File: src/rtl/pr_opunit_if.sv
// pr_opunit_if: controller-to-datapath bus carrying operands, microop strobes and flags
interface pr_opunit_if #(parameter int WIDTH = 8);
  logic [WIDTH-1:0] i_din_a;
  logic [WIDTH-1:0] i_din_b;
  logic i_t1, i_t2, i_t3, i_t4, i_t5, i_t6, i_t7, i_t8, i_t9;
  logic o_x;
  logic o_y;
  logic [WIDTH-1:0] o_result;
  logic o_result_valid;
  modport master (
    output i_din_a, i_din_b, i_t1, i_t2, i_t3, i_t4, i_t5, i_t6, i_t7, i_t8, i_t9,
    input  o_x, o_y, o_result, o_result_valid
  );
  modport slave (
    input  i_din_a, i_din_b, i_t1, i_t2, i_t3, i_t4, i_t5, i_t6, i_t7, i_t8, i_t9,
    output o_x, o_y, o_result, o_result_valid
  );
endinterface

File: src/rtl/pr_opunit.sv
// pr_opunit: datapath executing microoperations t1..t9 and returning flags x/y to the controller
module pr_opunit #(
  parameter int WIDTH    = 8,
  parameter int CW       = 4,
  parameter int CNT_INIT = 8
) (
  input logic clk,
  input logic res,
  pr_opunit_if.slave bus
);
  logic [WIDTH-1:0] r_ra, r_rb, r_result;
  logic             r_c, r_valid;
  logic [CW-1:0]    r_cnt;
  logic [WIDTH:0]   w_ca;
  logic [WIDTH-1:0] w_rb;
  logic [CW-1:0]    w_cnt;
  always_comb begin
    w_ca  = bus.i_t3 ? {1'b0, bus.i_din_a} :
            bus.i_t1 ? {1'b0, r_ra} + {1'b0, r_rb} :
            bus.i_t9 ? {1'b0, r_ra} - {1'b0, r_rb} :
            bus.i_t5 ? {1'b0, r_c, r_ra[WIDTH-1:1]} : {r_c, r_ra};
    w_rb  = bus.i_t4 ? bus.i_din_b : bus.i_t6 ? {r_rb[WIDTH-2:0], 1'b0} : r_rb;
    w_cnt = bus.i_t7 ? CW'(CNT_INIT) : (bus.i_t2 && r_cnt != '0) ? r_cnt - CW'(1) : r_cnt;
  end
  always_ff @(posedge clk) begin
    if (res) begin
      r_ra     <= '0;
      r_rb     <= '0;
      r_c      <= 1'b0;
      r_cnt    <= '0;
      r_result <= '0;
      r_valid  <= 1'b0;
    end else begin
      {r_c, r_ra} <= w_ca;
      r_rb        <= w_rb;
      r_cnt       <= w_cnt;
      r_result    <= bus.i_t8 ? r_ra : r_result;
      r_valid     <= bus.i_t8;
    end
  end
  assign bus.o_x            = (r_cnt == '0);
  assign bus.o_y            = r_ra[0];
  assign bus.o_result       = r_result;
  assign bus.o_result_valid = r_valid;
endmodule

File: src/flat_wrapper.sv
// flat-port wrapper written by rule: the top's interface ports become plain ports
module pr_opunit_flat 
#(
  parameter int WIDTH    = 8,
  parameter int CW       = 4,
  parameter int CNT_INIT = 8
)
  (clk, res, bus_i_din_a, bus_i_din_b, bus_i_t1, bus_i_t2, bus_i_t3, bus_i_t4, bus_i_t5, bus_i_t6, bus_i_t7, bus_i_t8, bus_i_t9, bus_o_x, bus_o_y, bus_o_result, bus_o_result_valid);
  pr_opunit_if #(.WIDTH(WIDTH)) bus_i ();
  input logic clk;
  input logic res;
  input wire logic [$bits(bus_i.i_din_a)-1:0] bus_i_din_a;
  input wire logic [$bits(bus_i.i_din_b)-1:0] bus_i_din_b;
  input wire logic [$bits(bus_i.i_t1)-1:0] bus_i_t1;
  input wire logic [$bits(bus_i.i_t2)-1:0] bus_i_t2;
  input wire logic [$bits(bus_i.i_t3)-1:0] bus_i_t3;
  input wire logic [$bits(bus_i.i_t4)-1:0] bus_i_t4;
  input wire logic [$bits(bus_i.i_t5)-1:0] bus_i_t5;
  input wire logic [$bits(bus_i.i_t6)-1:0] bus_i_t6;
  input wire logic [$bits(bus_i.i_t7)-1:0] bus_i_t7;
  input wire logic [$bits(bus_i.i_t8)-1:0] bus_i_t8;
  input wire logic [$bits(bus_i.i_t9)-1:0] bus_i_t9;
  output wire logic [$bits(bus_i.o_x)-1:0] bus_o_x;
  output wire logic [$bits(bus_i.o_y)-1:0] bus_o_y;
  output wire logic [$bits(bus_i.o_result)-1:0] bus_o_result;
  output wire logic [$bits(bus_i.o_result_valid)-1:0] bus_o_result_valid;
  assign bus_i.i_din_a = bus_i_din_a;
  assign bus_i.i_din_b = bus_i_din_b;
  assign bus_i.i_t1 = bus_i_t1;
  assign bus_i.i_t2 = bus_i_t2;
  assign bus_i.i_t3 = bus_i_t3;
  assign bus_i.i_t4 = bus_i_t4;
  assign bus_i.i_t5 = bus_i_t5;
  assign bus_i.i_t6 = bus_i_t6;
  assign bus_i.i_t7 = bus_i_t7;
  assign bus_i.i_t8 = bus_i_t8;
  assign bus_i.i_t9 = bus_i_t9;
  assign bus_o_x = bus_i.o_x;
  assign bus_o_y = bus_i.o_y;
  assign bus_o_result = bus_i.o_result;
  assign bus_o_result_valid = bus_i.o_result_valid;
  pr_opunit #(.WIDTH(WIDTH), .CW(CW), .CNT_INIT(CNT_INIT)) u_core (.clk(clk), .res(res), .bus(bus_i));
endmodule
File: config.mk
export PLATFORM = sky130hd
export DESIGN_NAME = pr_opunit_flat
export DESIGN_NICKNAME = d
export VERILOG_FILES = /design/src/rtl/pr_opunit_if.sv /design/src/rtl/pr_opunit.sv /design/src/flat_wrapper.sv
export SDC_FILE = /design/constraint.sdc
export NUM_CORES = 1
export LEC_CHECK = 0
export BUFFER_PORTS_ARGS = -buffer_cell sky130_fd_sc_hd__buf_2
export CAP_MARGIN = 25
export CORE_MARGIN = 2
export CORE_UTILIZATION = 47
export DETAILED_ROUTE_END_ITERATION = 12
export PLACE_DENSITY = 0.81
export SLEW_MARGIN = 15
export SYNTH_ARGS = -nofsm -noshare
export SYNTH_HDL_FRONTEND = slang
export SYNTH_SLANG_ARGS = --single-unit
File: constraint.sdc
create_clock -name clk -period 4.3 [get_ports clk]
set_clock_uncertainty 0.2 [all_clocks]
set_input_delay 0 -clock clk [delete_from_list [all_inputs] [get_ports clk]]
set_output_delay 0 -clock clk [all_outputs]
set_load 0.02 [all_outputs]
==> flow_metrics.env <==
export IMPL_synthesis_area_um2=2240
export IMPL_synth_cell_types=57
export IMPL_final_nets=378
export IMPL_outcome="complete, no violations"
export IMPL_grt_first_pass_wirelength_um=10100
export IMPL_cts_setup_buffers=0
export IMPL_place_congestion=0.913
export IMPL_core_area_um2=4660
export IMPL_post_dp_hpwl_um=4070
export IMPL_num_fill_cells=393
export IMPL_antenna_cells=0
export IMPL_layout_drive_gt1_share_pct=17.1
export IMPL_cp_num_buf_inv=3
export IMPL_whs_endpoint="u_core.r_c$_SDFFE_PP0P_"
export IMPL_setup_viol=0
export IMPL_synthTopCellsByArea="dfxtp_1 27%, ha_1 9.5%, mux2i_1 6.7%, nor2_1 6.2%, a21oi_1 5.4%"
export IMPL_drt_total_wl_um=6110
export IMPL_drt_antenna_violating_nets=0
export IMPL_cts_root_buffer="clkbuf_8"
export IMPL_synth_cells=275
export IMPL_crit_required_ps=4330
export IMPL_p_leak_uw=0.00121
export IMPL_hold_depth=3
export IMPL_fin_crit_sh_pct=60.9
export IMPL_grt_total_usage_pct=24.2
export IMPL_ys_seq_area_share_pct=26.8
export IMPL_grt_setup_unrepaired="false"
export IMPL_synth_top_flop_cell="dfxtp_1"
export IMPL_slew_violations=0
export IMPL_grt_pass1_vias=2084
export IMPL_port_buffers=37
export IMPL_synth_top_area_share_pct=26.8
export IMPL_final_cell_area_um2=2810
export IMPL_vias=2229
export IMPL_h_tree_depth=2
export IMPL_cp_arrival_ps=2640
export IMPL_r2r_end="u_core.r_ra[2]$_SDFFE_PP0P_"
export IMPL_postPlaceCellArea_um2=2410
export IMPL_crit_path_end_kind="register"
export IMPL_crit_family="buffers and inverters"
export IMPL_grt_max_degree=29
export IMPL_synth_async_sr_flop_share_pct=0
export IMPL_rrSetupSlack_ps=1680
export IMPL_cts_clk_slew_worst_paths_ps=70
export IMPL_initial_core_util_pct=48.1
export IMPL_dr_pass1_iters=4
export IMPL_synthTopCellsByCount="37 x nor2_1, 30 x dfxtp_1, 24 x a21oi_1"
export IMPL_synth_warnings=0
export IMPL_slowest_stage="dlygate4sd3_1"
export IMPL_antenna_found_initial=0
export IMPL_io_pins=38
export IMPL_cts_buffers=5
export IMPL_drt_iter0_markers=224
export IMPL_synth_edf_count=0
export IMPL_start_kind="register"
export IMPL_die_w_um=73.1
export IMPL_grt_overflow=0
export IMPL_cts_buffer_depth=2
export IMPL_path_cells="inv_1 -> ha_1 -> inv_1 -> fa_1 -> xnor2_1 -> a211o_1 -> a21oi_1 -> a21oi_1 -> dlygate4sd3_1 -> a21oi_1"
export IMPL_max_stage_delay_ps=570
export IMPL_fp_row_count=25
export IMPL_clkLatencyLatePin_ps=290
export IMPL_max_freq_ghz=0.382
export IMPL_syn2layout_area_growth_pct=25.4
export IMPL_cts_sinks=30
export IMPL_r2r_start="u_core.r_ra[0]$_SDFFE_PP0P_"
export IMPL_min_delay_start="bus_i_t5"
export IMPL_die_h_um=73.1
export IMPL_synth_most_common_cell="nor2_1"
export IMPL_crit_fanout=5
export IMPL_seqCellArea_um2=601
export IMPL_period_needed_ps=2620
export IMPL_synth_top_area_cell="dfxtp_1"
export IMPL_drc=0
export IMPL_slew_headroom_pct=47.0
export IMPL_hold_viol=0
export IMPL_viasPerCell=5.76
export IMPL_tritoncts="done"
export IMPL_r2r_cells=10
export IMPL_cpMostUsedCell="a21oi_1"
export IMPL_syn_nets=321
export IMPL_wl_per_cell_um=15.8
export IMPL_drv_cap=0
export IMPL_max_slew_worst_pin_slew_ps=788
export IMPL_ir_drop_mv=0.296
export IMPL_path_class="register to register"
export IMPL_die_area_um2=5340
export IMPL_synth_area_per_cell_um2=8.15
export IMPL_multi_input_area_um2=1470
export IMPL_power_density_nw_per_um2=294
export IMPL_hold_class="input port to register"
export IMPL_ys_seq_elements=30
export IMPL_finalSetupTns_ps=0
==> cells by family after synthesis <==
kind of cell,after synthesis,synth area share [%]
AO/OA/AOI/OAI,75,23.6
XOR/XNOR,6,2.34
buffers and inverters,41,7.76
multiplexers,17,7.70
adder cells (fa/ha/maj),19,11.3
flip-flops,30,26.8
AND/OR/NAND/NOR,87,20.5
==> report_power, final <==
group,internal (µW),switching [µW],leakage (µW)
sequential,297,22.9,0.000247
combinational,118,141,0.000919
clock,129,120,0.0000472
==> flip-flops by register name, summed over array words and instances (netlist names) <==
name                       cells
u_core.r_c                     1
u_core.r_rb                    8
u_core.r_ra                    8
u_core.bus.o_result            8
u_core.bus.o_result_valid      1
u_core.r_cnt                   4
==> worst min-delay path, stage by stage <==
cell	delay [ps]
buf_2	160
nor4_1	180
a2111oi_0	110
==> worst max-delay path by stage <==
stage | endpoint | start | slack [ps] | cells after the start
finish | u_core.r_ra[2]$_SDFFE_PP0P_ | u_core.r_ra[0]$_SDFFE_PP0P_ | 1680 | 10
global route | u_core.r_ra[2]$_SDFFE_PP0P_ | u_core.r_rb[0]$_SDFFE_PP0P_ | 1520 | 9
CTS | u_core.r_ra[2]$_SDFFE_PP0P_ | u_core.r_ra[0]$_SDFFE_PP0P_ | 1720 | 10
detailed placement | u_core.r_ra[7]$_SDFFE_PP0P_ | u_core.r_rb[1]$_SDFFE_PP0P_ | 1800 | 7
global placement | u_core.r_ra[7]$_SDFFE_PP0P_ | u_core.r_rb[1]$_SDFFE_PP0P_ | 1900 | 7
floorplan | u_core.r_c$_SDFFE_PP0P_ | u_core.r_ra[0]$_SDFFE_PP0P_ | 1990 | 7
==> routing by layer <==
metal | GRT usage, % | vias to the layer above | part of all wire (%)
li1 | - | 1099 | -
met1 | 30.8 | 1009 | 42
met2 | 40.7 | 107 | 47
met3 | 5.39 | 14 | 8.7
met4 | 7.20 | 0 | 1.7
met5 | 0 | - | 0
==> repair_timing <==
action,CTS,global route
hold buffers,31,0
hold endpoints to repair,29,0
resized for setup,0,0
==> cells in the final DEF (no fill, tap or decap), drive strengths merged, types with 6 or more instances in the layout <==
| master | n |
|---|---|
| nor3 | 6 |
| mux2i | 15 |
| nand2 | 9 |
| inv | 23 |
| clkbuf | 6 |
| a21oi | 24 |
| nor2b | 7 |
| ha | 17 |
| dlygate4sd3 | 31 |
| nand2b | 6 |
| buf | 37 |
| o21ai | 9 |
| dfxtp | 30 |
| nor2 | 37 |
==> through the flow <==
stage	hold WS, ps	std cells	total power [µW]	utilization [%]	setup slack, ps
after floorplan	-123	275	493	-	1990
after global placement	21.5	348	546	51.7	1900
after detailed placement	27.2	348	550	51.7	1800
after CTS	23.1	387	820	60.3	1720
after global routing	73.7	387	869	60.3	1520
final	30.5	387	828	60.3	1680
==> area by class of cell <==
class / count / area share, %
multi-input cells: 204 / 52.2
flip-flops and latches: 30 / 21.4
repair buffers: 68 / 17.6
inverters: 23 / 3.07
clock buffers: 6 / 2.94
well taps: 54 / 2.40
clock inverters: 2 / 0.445
Power figures use the tool's default switching activity.
